[src/rtl/float_mul_pkg.sv]
// float_mul_pkg: shared constants and FSM encoding for the shared float multiplier scheduler.
package float_mul_pkg;
  localparam logic [31:0] FP_QNAN = 32'h7FC00000;
  typedef enum logic [1:0] {IDLE = 2'd0, WAIT = 2'd1, GAP = 2'd2} state_t;
endpackage

[src/rtl/float_mul_sched_rr_pick.sv]
// rr_pick: combinational round-robin select, first set request at or after ptr (mod NREQ).
module rr_pick #(
  parameter int NREQ = 4,
  parameter int IDW = 2
) (
  input  logic [NREQ-1:0] req,
  input  logic [IDW-1:0]  ptr,
  output logic            valid,
  output logic [IDW-1:0]  idx
);
  localparam logic [IDW:0] N = (IDW+1)'(NREQ);
  logic [2*NREQ-1:0] w_dbl;
  logic [NREQ-1:0]   w_rot;
  logic [IDW-1:0]    w_off;
  logic [IDW:0]      w_sum;
  // w_rot[i] is req[(ptr+i) mod NREQ], so the lowest set bit is the winner
  assign w_dbl = {req, req};
  assign w_rot = NREQ'(w_dbl >> ptr);
  always_comb begin
    w_off = '0;
    for (int i = NREQ-1; i >= 0; i--) w_off = w_rot[i] ? IDW'(i) : w_off;
  end
  assign w_sum = {1'b0, ptr} + {1'b0, w_off};
  assign valid = |w_rot;
  assign idx = (w_sum >= N) ? IDW'(w_sum - N) : IDW'(w_sum);
endmodule

[src/rtl/float_mul_sched.sv]
// float_mul_sched: shares one Start/Done float multiplier among NREQ requesters,
// round-robin grant, tagged one-cycle ack, watchdog abort returning qNaN.
module float_mul_sched
  import float_mul_pkg::*;
#(
  parameter int NREQ = 4,
  parameter int IDW = 2,
  parameter int TIMEOUT = 64
) (
  input  logic                 CLK,
  input  logic                 RSTn,
  input  logic [NREQ-1:0]      Req_Sig,
  input  logic [NREQ*32-1:0]   Req_A,
  input  logic [NREQ*32-1:0]   Req_B,
  output logic [NREQ-1:0]      Ack_Sig,
  output logic [31:0]          Result_Out,
  output logic [IDW-1:0]       Result_Id,
  output logic                 Err_Sig,
  output logic                 Busy,
  output logic [31:0]          Mul_A,
  output logic [31:0]          Mul_B,
  output logic                 Mul_Start,
  input  logic                 Mul_Done,
  input  logic [31:0]          Mul_Result
);
  localparam int WDW = (TIMEOUT > 2) ? $clog2(TIMEOUT) : 1;
  state_t            r_state, w_nxt;
  logic [IDW-1:0]    r_ptr, r_cur, w_idx;
  logic [WDW-1:0]    r_wdog;
  logic [NREQ-1:0]   r_ack;
  logic [31:0]       r_res, r_mul_a, r_mul_b;
  logic [IDW-1:0]    r_rid;
  logic              r_err, r_start, w_valid, w_tmo, w_fin;
  logic [31:0]       w_a [NREQ];
  logic [31:0]       w_b [NREQ];
  for (genvar g = 0; g < NREQ; g++) begin : g_unpack
    assign w_a[g] = Req_A[32*g +: 32];
    assign w_b[g] = Req_B[32*g +: 32];
  end
  rr_pick #(.NREQ(NREQ), .IDW(IDW)) u_pick (
    .req(Req_Sig), .ptr(r_ptr), .valid(w_valid), .idx(w_idx)
  );
  assign w_tmo = (r_wdog == WDW'(TIMEOUT-1));
  assign w_fin = Mul_Done || w_tmo;
  always_comb begin
    w_nxt = IDLE;
    w_nxt = (r_state == IDLE) ? (w_valid ? WAIT : IDLE) :
            (r_state == WAIT) ? (w_fin ? GAP : WAIT) : IDLE;
  end
  always_ff @(posedge CLK or negedge RSTn)
    if (!RSTn) r_state <= IDLE;
    else r_state <= w_nxt;
  always_ff @(posedge CLK or negedge RSTn)
    if (!RSTn) begin
      r_ptr   <= '0;
      r_cur   <= '0;
      r_wdog  <= '0;
      r_ack   <= '0;
      r_res   <= '0;
      r_rid   <= '0;
      r_err   <= 1'b0;
      r_start <= 1'b0;
      r_mul_a <= '0;
      r_mul_b <= '0;
    end else if (r_state == IDLE) begin
      if (w_valid) begin
        r_mul_a <= w_a[w_idx];
        r_mul_b <= w_b[w_idx];
        r_start <= 1'b1;
        r_cur   <= w_idx;
        r_ptr   <= (w_idx == IDW'(NREQ-1)) ? '0 : w_idx + 1'b1;
        r_wdog  <= '0;
      end
    end else if (r_state == WAIT) begin
      if (w_fin) begin
        // a real Done wins over a simultaneous watchdog expiry
        r_start <= 1'b0;
        r_res   <= Mul_Done ? Mul_Result : FP_QNAN;
        r_rid   <= r_cur;
        r_ack   <= NREQ'(1) << r_cur;
        r_err   <= !Mul_Done;
      end else r_wdog <= r_wdog + 1'b1;
    end else begin
      r_ack <= '0;
      r_err <= 1'b0;
    end
  assign Ack_Sig    = r_ack;
  assign Result_Out = r_res;
  assign Result_Id  = r_rid;
  assign Err_Sig    = r_err;
  assign Busy       = (r_state == WAIT) || (r_state == GAP);
  assign Mul_A      = r_mul_a;
  assign Mul_B      = r_mul_b;
  assign Mul_Start  = r_start;
endmodule

[config.mk]
export PLATFORM = sky130hd
export DESIGN_NAME = float_mul_sched
export DESIGN_NICKNAME = d
export VERILOG_FILES = /design/src/rtl/float_mul_pkg.sv /design/src/rtl/float_mul_sched_rr_pick.sv /design/src/rtl/float_mul_sched.sv
export SDC_FILE = /design/constraint.sdc
export NUM_CORES = 1
export LEC_CHECK = 0
export CORE_AREA = 2 2 154 156
export DETAILED_ROUTE_END_ITERATION = 10
export DIE_AREA = 0 0 156 158
export GPL_TIMING_DRIVEN = 0
export MAX_ROUTING_LAYER = met4
export PLACE_DENSITY = 0.81
export SLEW_MARGIN = 0
export SYNTH_ARGS = -nofsm -noshare
export SYNTH_HDL_FRONTEND = slang
export SYNTH_SLANG_ARGS = --single-unit
[constraint.sdc]
create_clock -name CLK -period 3.43 [get_ports CLK]
set_input_delay 0.343 -clock CLK [delete_from_list [all_inputs] [get_ports CLK]]
set_output_delay 0.343 -clock CLK [all_outputs]
set_load 0.01 [all_outputs]
* After elaboration in Yosys (flattened, before gate mapping)
Index checks and enable logic that the tools add are counted. W data, S select, Z words.
Operators by class: equal/unequal tests 7, mux-type cells 29, order comparisons 2, reduce and logical (&&, ||, !) cells 12, add/sub/neg operators 4, bitwise operators 2, shifts and indexed selects 2
Operator list (number):
- $mux W32 | 5
- $bmux W32 S2 | 2
- $mux W6 | 4
- $mux W2 | 9
- $reduce_and A3 Y1 | 3
- $mux W4 | 2
- $shr A8 B2 Y4 | 1
- $mux W1 | 7
- $add A6 B1 Y6 const B | 1
- $eq A6 B6 Y1 const B | 1
- $ge A3 B3 Y1 const B | 2
- $eq A2 B2 Y1 const B | 2
- $ne A2 B2 Y1 const B | 2
- $reduce_and A2 Y1 | 2
- $reduce_bool A2 Y1 | 2
- $reduce_or A4 Y1 | 1
- $shl A1 B2 Y4 const A | 1
- $add A2 B2 Y3 | 1
- $not A2 Y3 | 1
- $add A2 B1 Y2 const B | 1
- $eq A2 B1 Y1 const B | 1
- $logic_not A2 Y1 | 1
- $logic_or A1 B1 Y1 | 2
- $ne A2 B1 Y1 const B | 1
- other kinds (3) | 3
Storage, ports and cells: register bits after elaboration 116, logic and storage cells 69, input bits 295, output and inout bits 105

* Longest topological paths before layout
word-level depth 12, depth in mapped cells 15, mapped depth without buffers 12

* Modules after synthesis
From an unflattened synthesis, not the netlist that was laid out.
Second synthesis, totals: cells, all modules 409, area, all modules 6184.7 sq um
Modules (own cells, without submodules):
- float_mul_sched | instances 1, area an instance 6004.5 sq um, seq. area each 2902.8 sq um, cells each 386
- rr_pick | instances 1, area an instance 180.2 sq um, seq. area each 0.0 sq um, cells each 23

* Least setup slack after synthesis
OpenSTA, ideal clock, no wires.
path kind register -> register, from register r_ptr[1], to register r_mul_a[0], in the netlist Mul_A[0], library setup time 0.129 ns, period minus slack after synthesis 2.824 ns, buffers on the path 5, data required time 3.301 ns, stages on the path, launching flop included 14, data arrival time 2.695 ns, setup slack 0.606 ns, cells stage by stage dfrtp_1 > buf_2 > o311ai_0 > o21ai_0 > o221ai_1 > ha_1 > clkbuf_1 > buf_2 > buf_2 > buf_2 > mux2i_1 > o22ai_1 > a22oi_1 > nand3_1
Between the ends: longest elaborated chain between the ends 12, elaborated cells between the ends (all ways) 15, those cells by class add/sub: 2; order compare: 1; shift: 1; mux: 8; bitwise: 1; reduce/logical: 2
RTL lines:
- start, declared | RTL line float_mul_sched.sv:28 | logic [IDW-1:0] r_ptr, r_cur, w_idx;
- start signal, assigned | RTL line float_mul_sched.sv:71 | r_ptr <= (w_idx == IDW'(NREQ-1)) ? '0 : w_idx + 1'b1;
- $shr A8 B2 Y4 | RTL line float_mul_sched_rr_pick.sv:18 | assign w_rot = NREQ'(w_dbl >> ptr);
- $mux W2 (4 in series) | RTL line float_mul_sched_rr_pick.sv:21 | for (int i = NREQ-1; i >= 0; i--) w_off = w_rot[i] ? IDW'(i) : w_off;
- $add A2 B2 Y3 (*) | RTL line float_mul_sched_rr_pick.sv:23 | assign w_sum = {1'b0, ptr} + {1'b0, w_off};
- $ge A3 B3 Y1 / $sub A2 B1 Y2 (equally long branches) | RTL line float_mul_sched_rr_pick.sv:25 | assign idx = (w_sum >= N) ? IDW'(w_sum - N) : IDW'(w_sum);
- $mux W2 (*) | RTL line float_mul_sched_rr_pick.sv:25
- named net u_pick.idx[0] | RTL line float_mul_sched_rr_pick.sv:9 | output logic [IDW-1:0] idx
- $not A2 Y3 (not written as such) (*) | RTL line float_mul_sched.sv:67 | r_mul_a <= w_a[w_idx];
- $bmux W32 S2 (*) | RTL line float_mul_sched.sv:67
- $mux W32 (not written as such) (*) (2 in series) | RTL line float_mul_sched.sv:67
- end signal, assigned | RTL line float_mul_sched.sv:67
- end, declared | RTL line float_mul_sched.sv:31 | logic [31:0] r_res, r_mul_a, r_mul_b;
The timed path passes the listed nets; every way through them passes the cells marked *. The select of a mux whose other input is x is not followed. A chain may end at the register's enable or synchronous reset.

* Final worst setup path
from register r_ptr[1], to register r_mul_a[25], in the netlist Mul_A[25]
Same word-level chain as after synthesis.

==> results.yml <==
status:
  status: "finished clean"
power:
  irDropWorstVdd_v: 0.000545
  p_leak_uw: 0.00556
  power_density_nw_per_um2: 1050
  power.total_uw: 14400
die:
  rows: 56
  floorplan.initialDensity_pct: 37.5
  num_io_pins: 400
  core-area_um2: 23100
  die-width_um: 156
  chipHeight_um: 158
  dieArea_um2: 24600
timing:
  rsz0062_at_grt: "true"
  hold_slack_ns: 0.423
  hold_viol: 0
  slew_viol_final: 0
  min_period_ns: 3.27
  min_period_over_period_pct: 95.4
  max_freq_ghz: 0.306
  slew_headroom_pct: 40.7
  setup_ws_ns: 0.157
  setup_viol: 0
  worst_pin_slew_ns: 0.884
  skew_ns: 0.0135
grt:
  grt_first_pass_wirelength_um: 51300
  grt_max_degree: 75
  grt_pass1_vias: 9463
  grt-ovfl-total: 0
  track_usage_pct: 27.3
  antenna_found_initial: 0
yosys:
  ys_ff_latch: 116
  synth.top_cell.area_share_pct: 33.6
  synth.cell_area_um2: 8640
  synthCells: 933
  yosysSeqAreaShare_pct: 33.6
  ys_top_cells_by_area: "dfrtp_1, a22oi_2, mux2_2"
  synth_warnings: 0
  synth_area_leader_cell: "dfrtp_1"
  syn_avg_cell_area_um2: 9.26
  ys_types: 47
  synth.net_count: 1232
place:
  dp_cells: 1623
  pre_cts_ws_ns: -0.975
  place.gp.congestion: 0.897
  io_buffers: 399
  post-dp-hpwl_um: 25600
worst_setup_path:
  cp_common_cell: "buf_4"
  r2r_end: "Mul_A[25]"
  crit_fanout: 10
  end_kind: "register"
  required_ns: 3.71
  startpoint_type: "register"
  critical_path.cell_chain: "clkbuf_4 -> o311ai_0 -> o21ai_0 -> o221ai_1 -> ha_2 -> buf_6 -> buf_4 -> buf_4 -> mux2i_1 -> o22ai_1 -> a22oi_1 -> nand3_1"
  reg2reg_depth: 12
  worstSetupPathType: "reg2reg"
  r2r_start: "r_ptr[1]"
  slowest_delay_ns: 0.47
  arrival_ns: 3.55
  reg2reg_slack_ns: 0.16
  cp_slowest_cell: "ha_2"
drt:
  vias: 9576
  drt_pass1_iterations: 6
  drt_wl_total_um: 34400
  drc: 0
  viasPerCell: 5.78
  routedWlPerCell_um: 20.8
  drtIter0Drc: 726
  postRouteAntennaNets: 0
clock_network:
  clk_latency_ns: 0.42
  cts.path.max_buffers: 2
  h-tree-depth: 4
  cts_root_buffer: "clkbuf_16"
  cts_tree: "done"
  cts_sinks: 116
  numCtsBuffers: 17
  path_clk_slew_ns: 0.06
cells_and_area:
  area_growth_pct: 58.9
  num-nets-final: 1652
  antenna-diode-count: 0
  final_cells: 1656
  utilization_pct: 59.5
  final_layout_size_suffix_gt1_share_pct: 15.1
min_path:
  hold_path_class: "in2async"
job:
  maxCapViolCount: 0
area by class of cell:
cell class	count	area, um2
buffer	91	497
clock buffer	17	425
clock inverter	15	195
fill	1967	9330
inverter	68	255
multi-input combinational	657	5040
sequential	116	2900
tap	290	363
timing repair buffer	402	4040
routing by layer:
layer / GRT usage, % / wire length, um
met1: 32.3 / 13500
met5: - / 0
met3: 5.20 / 2620
met2: 46.9 / 17400
met4: 9.48 / 932
worst max path at each step:
stage | start | endpoint | slack, ns | cells past startpoint
after floorplan | r_ptr[1] | Mul_A[0] | 0.61 | 13
after global placement | RSTn | Mul_B[26] | -2.82 | 1
after detailed placement | Req_Sig[3] | Mul_B[5] | -0.98 | 14
after CTS | r_ptr[1] | Mul_A[5] | 0.03 | 12
after global routing | r_ptr[1] | Mul_B[3] | 0.0001 | 12
final | r_ptr[1] | Mul_A[25] | 0.16 | 12
critical path: cells and delay by family (launching register included):
family,cells,cell delay (ns)
and+or+nand+nor,1,0.12
buffers and inverters,4,1.05
muxes,1,0.35
AOI/OAI and AO/OA,5,0.72
DFF,1,0.42
adders and majority gates,1,0.47
stage by stage:
stage	instance area [um2]	TNS, ns
floorplan	8640	0
global placement	13000	-377.08
detailed placement	13000	-59.06
CTS	13700	0
global route	13700	0
finish	13700	0
power breakdown:
part | total [uW] | leakage [uW] | internal, uW | switching [uW]
Sequential | 2490 | 0.00144 | 2050 | 440
Combinational | 9990 | 0.00382 | 4590 | 5410
Clock | 1930 | 0.000303 | 1170 | 761
logic make-up (layout without fill, tap and decap cells):
| family | after synthesis | in the layout | synth area share, % |
|---|---|---|---|
| simple gates | 263 | 263 | 15.4 |
| compound gates | 254 | 254 | 25.3 |
| buf+inv | 160 | 593 | 8.36 |
| mux | 130 | 130 | 16.0 |
| flops | 116 | 116 | 33.6 |
| xor+xnor | 6 | 6 | 0.768 |
| fa+ha+maj | 4 | 4 | 0.580 |
state kept, by name, summed over array words and instances, names as in the netlist:
| signal | flops |
|---|---|
| Mul_A | 32 |
| Mul_B | 32 |
| Result_Out | 32 |
| r_wdog | 6 |
| Ack_Sig | 4 |
| Result_Id | 2 |
| r_cur | 2 |
| r_ptr | 2 |
| r_state | 2 |
| Err_Sig | 1 |
| Mul_Start | 1 |
cells in the final DEF, fill, tap and decap left out, types with 9 or more instances in the layout:
cell type	count
buf_1	10
o22a_1	9
inv_1	68
buf_2	10
mux2i_1	62
buf_6	16
mux2_2	63
dfrtp_1	116
nor4_1	64
clkbuf_1	48
clkdlybuf4s50_1	398
o22ai_1	64
nand2_1	97
clkbuf_16	17
a22oi_1	66
nand3_1	68
a22oi_2	60
a22o_1	28
synthesized netlist by cell type (all sizes together):
library cell	count
a21boi	2
o311ai	1
mux2	63
o221ai	1
mux2i	67
o21a	2
o22ai	64
nand2	97
o22a	9
nor2b	4
and2	3
nor3	4
a211oi	1
nand4	3
nor2	8
xnor2	1
o21ai	10
nand2b	4
o31ai	2
inv	68
and3	2
a31oi	1
or3	1
nand3	68
a31o	1
a2111oi	4
a22o	28
buf	43
a22oi	126
clkbuf	49
nor4	65
o41ai	1
dfrtp	116
nor3b	3
xor2	4
a32o	1
xnor3	1
ha	4
or2	1
what timing repair did:
action                                  CTS  global route
pin swaps                                 1             0
hold endpoints to repair                 42             0
endpoints found under the setup margin   64            61
setup buffers                             1             0
gates resized for setup                  12             9
hold buffers                              1             0
Power figures use the tool's default switching activity.
